## src/rtl/sec_timer_pkg.sv

```systemverilog
// Shared types for the seconds timer: FSM states, count
// direction constants and the preset saturation helper.
package sec_timer_pkg;

  typedef enum logic [1:0] {
    ST_IDLE  = 2'd0,
    ST_RUN   = 2'd1,
    ST_PAUSE = 2'd2,
    ST_DONE  = 2'd3
  } state_t;

  localparam logic DIR_UP = 1'b0;
  localparam logic DIR_DN = 1'b1;

  function automatic logic [5:0] sat_secs(
    input logic [5:0] v,
    input logic [5:0] max
  );
    return (v > max) ? max : v;
  endfunction

endpackage

```

## src/rtl/sec_timer_tick_prescaler.sv

```systemverilog
// Divides clk by DIV; tick pulses on the last count while en.
// Ports: clk, rst (sync, high), en (count), clr (zero) -> tick.
module tick_prescaler #(
  parameter int DIV = 10
) (
  input  logic clk,
  input  logic rst,
  input  logic en,
  input  logic clr,
  output logic tick
);

  localparam int CW = $clog2(DIV);
  localparam logic [CW-1:0] LAST = CW'(DIV - 1);

  logic [CW-1:0] cnt;

  assign tick = en && (cnt == LAST);

  // Holding while en is low keeps the fractional second
  always_ff @(posedge clk) begin
    if (rst) begin
      cnt <= '0;
    end else if (clr) begin
      cnt <= '0;
    end else if (en) begin
      cnt <= tick ? '0 : cnt + 1'b1;
    end
  end

endmodule

```

## src/rtl/sec_timer.sv

```systemverilog
// Seconds stopwatch/countdown with start/pause/clear/load buttons.
// Ports: clk, rst, start, pause, clear, load, load_val, dir -> secs, running, expired, alarm.
module sec_timer
  import sec_timer_pkg::*;
#(
  parameter int CLK_HZ   = 100_000_000,
  parameter int TICK_HZ  = 1,
  parameter int MAX_SECS = 59
) (
  input  logic       clk,
  input  logic       rst,
  input  logic       start,
  input  logic       pause,
  input  logic       clear,
  input  logic       load,
  input  logic [5:0] load_val,
  input  logic       dir,
  output logic [5:0] secs,
  output logic       running,
  output logic       expired,
  output logic       alarm
);

  localparam int DIV = CLK_HZ / TICK_HZ;
  localparam logic [5:0] MAXV = 6'(MAX_SECS);

  state_t     state, state_d;
  logic [5:0] secs_d;
  logic       exp_d;
  logic       pre_clr;
  logic       tick;

  logic start_q, pause_q, clear_q, load_q;
  logic start_re, pause_re, clear_re, load_re;

  assign start_re = start & ~start_q;
  assign pause_re = pause & ~pause_q;
  assign clear_re = clear & ~clear_q;
  assign load_re  = load  & ~load_q;

  // History resets high so a button held through reset is not an edge
  always_ff @(posedge clk) begin
    if (rst) begin
      start_q <= 1'b1;
      pause_q <= 1'b1;
      clear_q <= 1'b1;
      load_q  <= 1'b1;
    end else begin
      start_q <= start;
      pause_q <= pause;
      clear_q <= clear;
      load_q  <= load;
    end
  end

  tick_prescaler #(
    .DIV(DIV)
  ) u_pre (
    .clk (clk),
    .rst (rst),
    .en  (state == ST_RUN),
    .clr (pre_clr),
    .tick(tick)
  );

  always_comb begin
    state_d = state;
    secs_d  = secs;
    exp_d   = 1'b0;
    pre_clr = 1'b0;
    if (clear_re) begin
      state_d = ST_IDLE;
      secs_d  = '0;
      pre_clr = 1'b1;
    end else if (load_re) begin
      state_d = ST_IDLE;
      secs_d  = sat_secs(load_val, MAXV);
      pre_clr = 1'b1;
    end else begin
      unique case (state)
        ST_IDLE: begin
          if (start_re && !(dir == DIR_DN && secs == '0)) begin
            state_d = ST_RUN;
            pre_clr = 1'b1;
          end
        end
        ST_RUN: begin
          if (pause_re) begin
            state_d = ST_PAUSE;
          end else if (tick) begin
            if (dir == DIR_UP) begin
              secs_d = (secs == MAXV) ? '0 : secs + 1'b1;
            end else if (secs <= 6'd1) begin
              // Covers 1->0 and a dir flip while already at 0
              secs_d  = '0;
              state_d = ST_DONE;
              exp_d   = 1'b1;
            end else begin
              secs_d = secs - 1'b1;
            end
          end
        end
        ST_PAUSE: begin
          if (start_re) state_d = ST_RUN;
        end
        ST_DONE: ;
        default: ;
      endcase
    end
  end

  always_ff @(posedge clk) begin
    if (rst) begin
      state   <= ST_IDLE;
      secs    <= '0;
      expired <= 1'b0;
    end else begin
      state   <= state_d;
      secs    <= secs_d;
      expired <= exp_d;
    end
  end

  assign running = (state == ST_RUN);
  assign alarm   = (state == ST_DONE);

endmodule

```

## config.mk

```make
export PLATFORM = sky130hd
export DESIGN_NAME = sec_timer
export DESIGN_NICKNAME = d
export VERILOG_FILES = /design/src/rtl/sec_timer_pkg.sv /design/src/rtl/sec_timer_tick_prescaler.sv /design/src/rtl/sec_timer.sv
export SDC_FILE = /design/constraint.sdc
export NUM_CORES = 1
export LEC_CHECK = 0
export ABC_AREA = 1
export BUFFER_PORTS_ARGS = -buffer_cell sky130_fd_sc_hd__buf_2
export CAP_MARGIN = 20
export CORE_MARGIN = 2
export CORE_UTILIZATION = 39
export CTS_CLUSTER_SIZE = 30
export DETAILED_ROUTE_END_ITERATION = 12
export GPL_ROUTABILITY_DRIVEN = 0
export GPL_TIMING_DRIVEN = 0
export SLEW_MARGIN = 5
export SYNTH_ARGS = -nofsm -noshare
export SYNTH_HDL_FRONTEND = slang
export SYNTH_SLANG_ARGS = --single-unit
```

## constraint.sdc

```tcl
create_clock -name clk -period 2.2 [get_ports clk]
set_input_delay 0.44 -clock clk [delete_from_list [all_inputs] [get_ports clk]]
set_output_delay 0.44 -clock clk [all_outputs]
set_load 0.02 [all_outputs]
```

==> impl_metrics.yaml <==
grt:
  overflow: 0
  first_global_vias: 2172
  antenna_found_initial: 0
  grt_max_degree: 14
  grt_usage_pct: 16.3
  grt_pass1_wl_mm: 9.63
synth:
  synth_ff_type: "dfxtp_1"
  synth_fp_nets: 394
  synth_xor_area_share_pct: 6.88
  synthAdderAreaFrac_pct: 2.46
  synth_warnings: 0
  ys_async_sr_fraction_pct: 0
  synth_largest_area_cell: "dfxtp_1"
  synth_commonest_cells: "95 x nand2_1, 55 x nor2_1, 44 x inv_1"
  synth_cells: 376
  netlist_area_sq_mm: 0.00255
  avgSynthCellArea_sq_um: 6.77
  synth-seq-cells: 40
  synth_cell_type_count: 33
  yosysMostFrequentCell: "nand2_1"
  ys_seq_area_share_pct: 31.4
  synth_top_area_share_pct: 31.4
  synth_top_family_by_area: "simple AND/OR/NAND/NOR gates"
  synth_area_leaders: "dfxtp_1 31%, nand2_1 14%, nor2_1 8.1%"
  synth-simple-area-share_pct: 46.0
  synthMuxAreaShare_pct: 0
  synth-edff-count: 0
  synth_compound_area_share_pct: 4.28
setup_path:
  cp_max_fo: 10
  max_stage_delay_ps: 520
  cpLargestDelayFamily: "simple AND/OR/NAND/NOR gates"
  path_cells: "inv_1 > ha_1 > nand2_1 > inv_1 > nand3_2 > nand3_2 > nand2_2 > inv_1 > nand2_4 > buf_6 > nor3b_2"
  critPathLaunchType: "register"
  crit_slowest_cell: "dfxtp_1"
  crit_path_end_kind: "register"
  ff2ff_setup_slack_ps: 230
  critPathKind: "register to register"
  cp-startpoint: "secs[0]$_SDFFE_PP0P_"
  cp_data_arrival_time_ps: 2160
  crit_top_cell: "inv_1"
  cp_num_buf_inv: 4
  critical_path_required_ps: 2390
  timing.rr.start: "secs[0]$_SDFFE_PP0P_"
worst_hold_path:
  hold_path.startpoint: "pause"
  hold_path_class: "input port to register"
sta:
  timing.final.crit_share_pct: 89.7
  final.min_clock_period_ps: 1970
  timing_hold_violations_final: 0
  rsz0062_at_grt: "no"
  fmax_mhz: 507
  tns_ps: 0
  fin_ws_ps: 227
  slew_violations: 0
  finalSetupViolCount: 0
  finalClockSkew_ps: 13.2
  max_slew.worst_pin.slew_ps: 425
  slew-limit-headroom_pct: 71.7
clock_network:
  numCtsBuffers: 5
  cts_setup_buffers: 0
  insertion_delay_ps: 300
  cts_tree: "built"
  cts_max_level: 2
  clk_path_buf_depth: 2
  ctsHoldBuffers: 0
  cts.sinks: 40
  clkTransAtPathRegs_ps: 90
  cts_root_buf: "clkbuf_8"
  post_cts_resized: 0
power:
  p_clk_share_pct: 36.0
  power_switching_share_pct: 31.0
  peakVddDrop_mv: 0.530
  power_density_mw_per_mm2: 629
  p_int_uw: 1250
  seq_power_share_pct: 44.0
  power_uw: 1810
  p_switching_uw: 559
  pwr-share-comb_pct: 20.0
  leakage_uw: 0.00132
layout:
  syn_to_final_growth_pct: 12.7
  multi_input_area_sq_mm: 0.00152
  final_nets: 422
  drive_gt1_share_pct: 18.0
  antennaDiodeCount: 0
  final_design_area_no_fill_sq_mm: 0.00287
  regArea_sq_um: 801
  fill_cells: 672
placed_design:
  place_ws_ps: 206
  port_buffers: 21
  dp_hpwl_mm: 4.27
  placed_area_sq_mm: 0.00275
outcome:
  outcome: "complete, no violations"
floorplan:
  dieArea_sq_mm: 0.00719
  rows: 29
  ios: 22
  core_area_sq_mm: 0.00635
  die_y_um: 84.8
  fp.dieW_um: 84.8
  start_util_pct: 40.1
routing:
  wl_per_cell_um: 11.3
  viasPerCell: 4.79
  num_vias: 2311
  drc_errors: 0
  detail_route.wirelength_mm: 5.44
  drt_iter0_drc: 109
  dr.pass1.iters: 4
  drtAntennaViolNets: 0
run:
  maxCapViolCount: 0
[flip-flops by register name, indices dropped and copies added, names as in the netlist]
register / flops
start_q: 1
expired: 1
load_q: 1
pause_q: 1
u_pre.cnt: 27
clear_q: 1
secs: 6
state: 2
[cell families after synthesis]
group / Yosys count
simple gates: 235
buf+inv: 55
flops: 40
compound gates: 21
xor+xnor: 20
fa+ha+maj: 5
[power groups by stage]
stage / logic, uW / clock network [uW] / registers, uW
2_1_floorplan: 269 / 0 / 808
3_3_place_gp: 354 / 0 / 811
3_5_place_dp: 362 / 0 / 812
4_1_cts: 362 / 665 / 794
5_1_grt: 405 / 698 / 800
6_report: 361 / 651 / 794
[stage by stage]
step	hold slack [ps]	utilization (%)	std cells
after floorplan	486	-	376
after global placement	510	43.3	474
after detailed placement	512	43.3	474
after CTS	314	45.2	482
after global routing	332	45.2	482
final	317	45.2	482
[path summary, 6_finish.rpt]
path | to | depth (start not counted)
hold / removal | pause_q$_SDFF_PP1_ | 3
setup reg to reg | u_pre.cnt[7]$_SDFFE_PP0P_ | 11
hold reg to reg | u_pre.cnt[9]$_SDFFE_PP0P_ | 2
setup / recovery | u_pre.cnt[7]$_SDFFE_PP0P_ | 11
[placed cells by master (no fill, tap or decap), types with 7 or more instances in the layout]
master | netlist | final
dfxtp_1 | 40 | 40
nand2_1 | 95 | 95
a21oi_1 | 10 | 10
nor3_1 | 10 | 10
inv_1 | 44 | 44
buf_2 | 0 | 21
xor2_1 | 16 | 16
nor2_1 | 55 | 55
o21ai_0 | 7 | 7
nor2_4 | 7 | 7
nor2_2 | 7 | 7
nand3_1 | 32 | 32
[area by class of cell]
type	count	area share, %
Tap cell	77	3.36
Timing Repair Buffer	21	3.66
Inverter	52	6.98
Buffer	3	0.916
Clock buffer	6	2.88
Sequential cell	40	27.9
Multi-Input combinational cell	281	52.9
Clock inverter	2	1.35
[routing by layer]
metal | routed length [um] | GRT usage [%] | vias to the layer above
li1 | - | - | 1239
met1 | 2700 | 22.0 | 1020
met3 | 180 | 3.34 | 11
met4 | 91 | 5.05 | 0
met5 | 0 | 0 | -
met2 | 2480 | 26.3 | 41
[tightest hold or removal path, cell delays in order]
cell,delay [ps]
buf_2,80
inv_1,30
nand2_1,40
(Power assumes the default switching activity.)
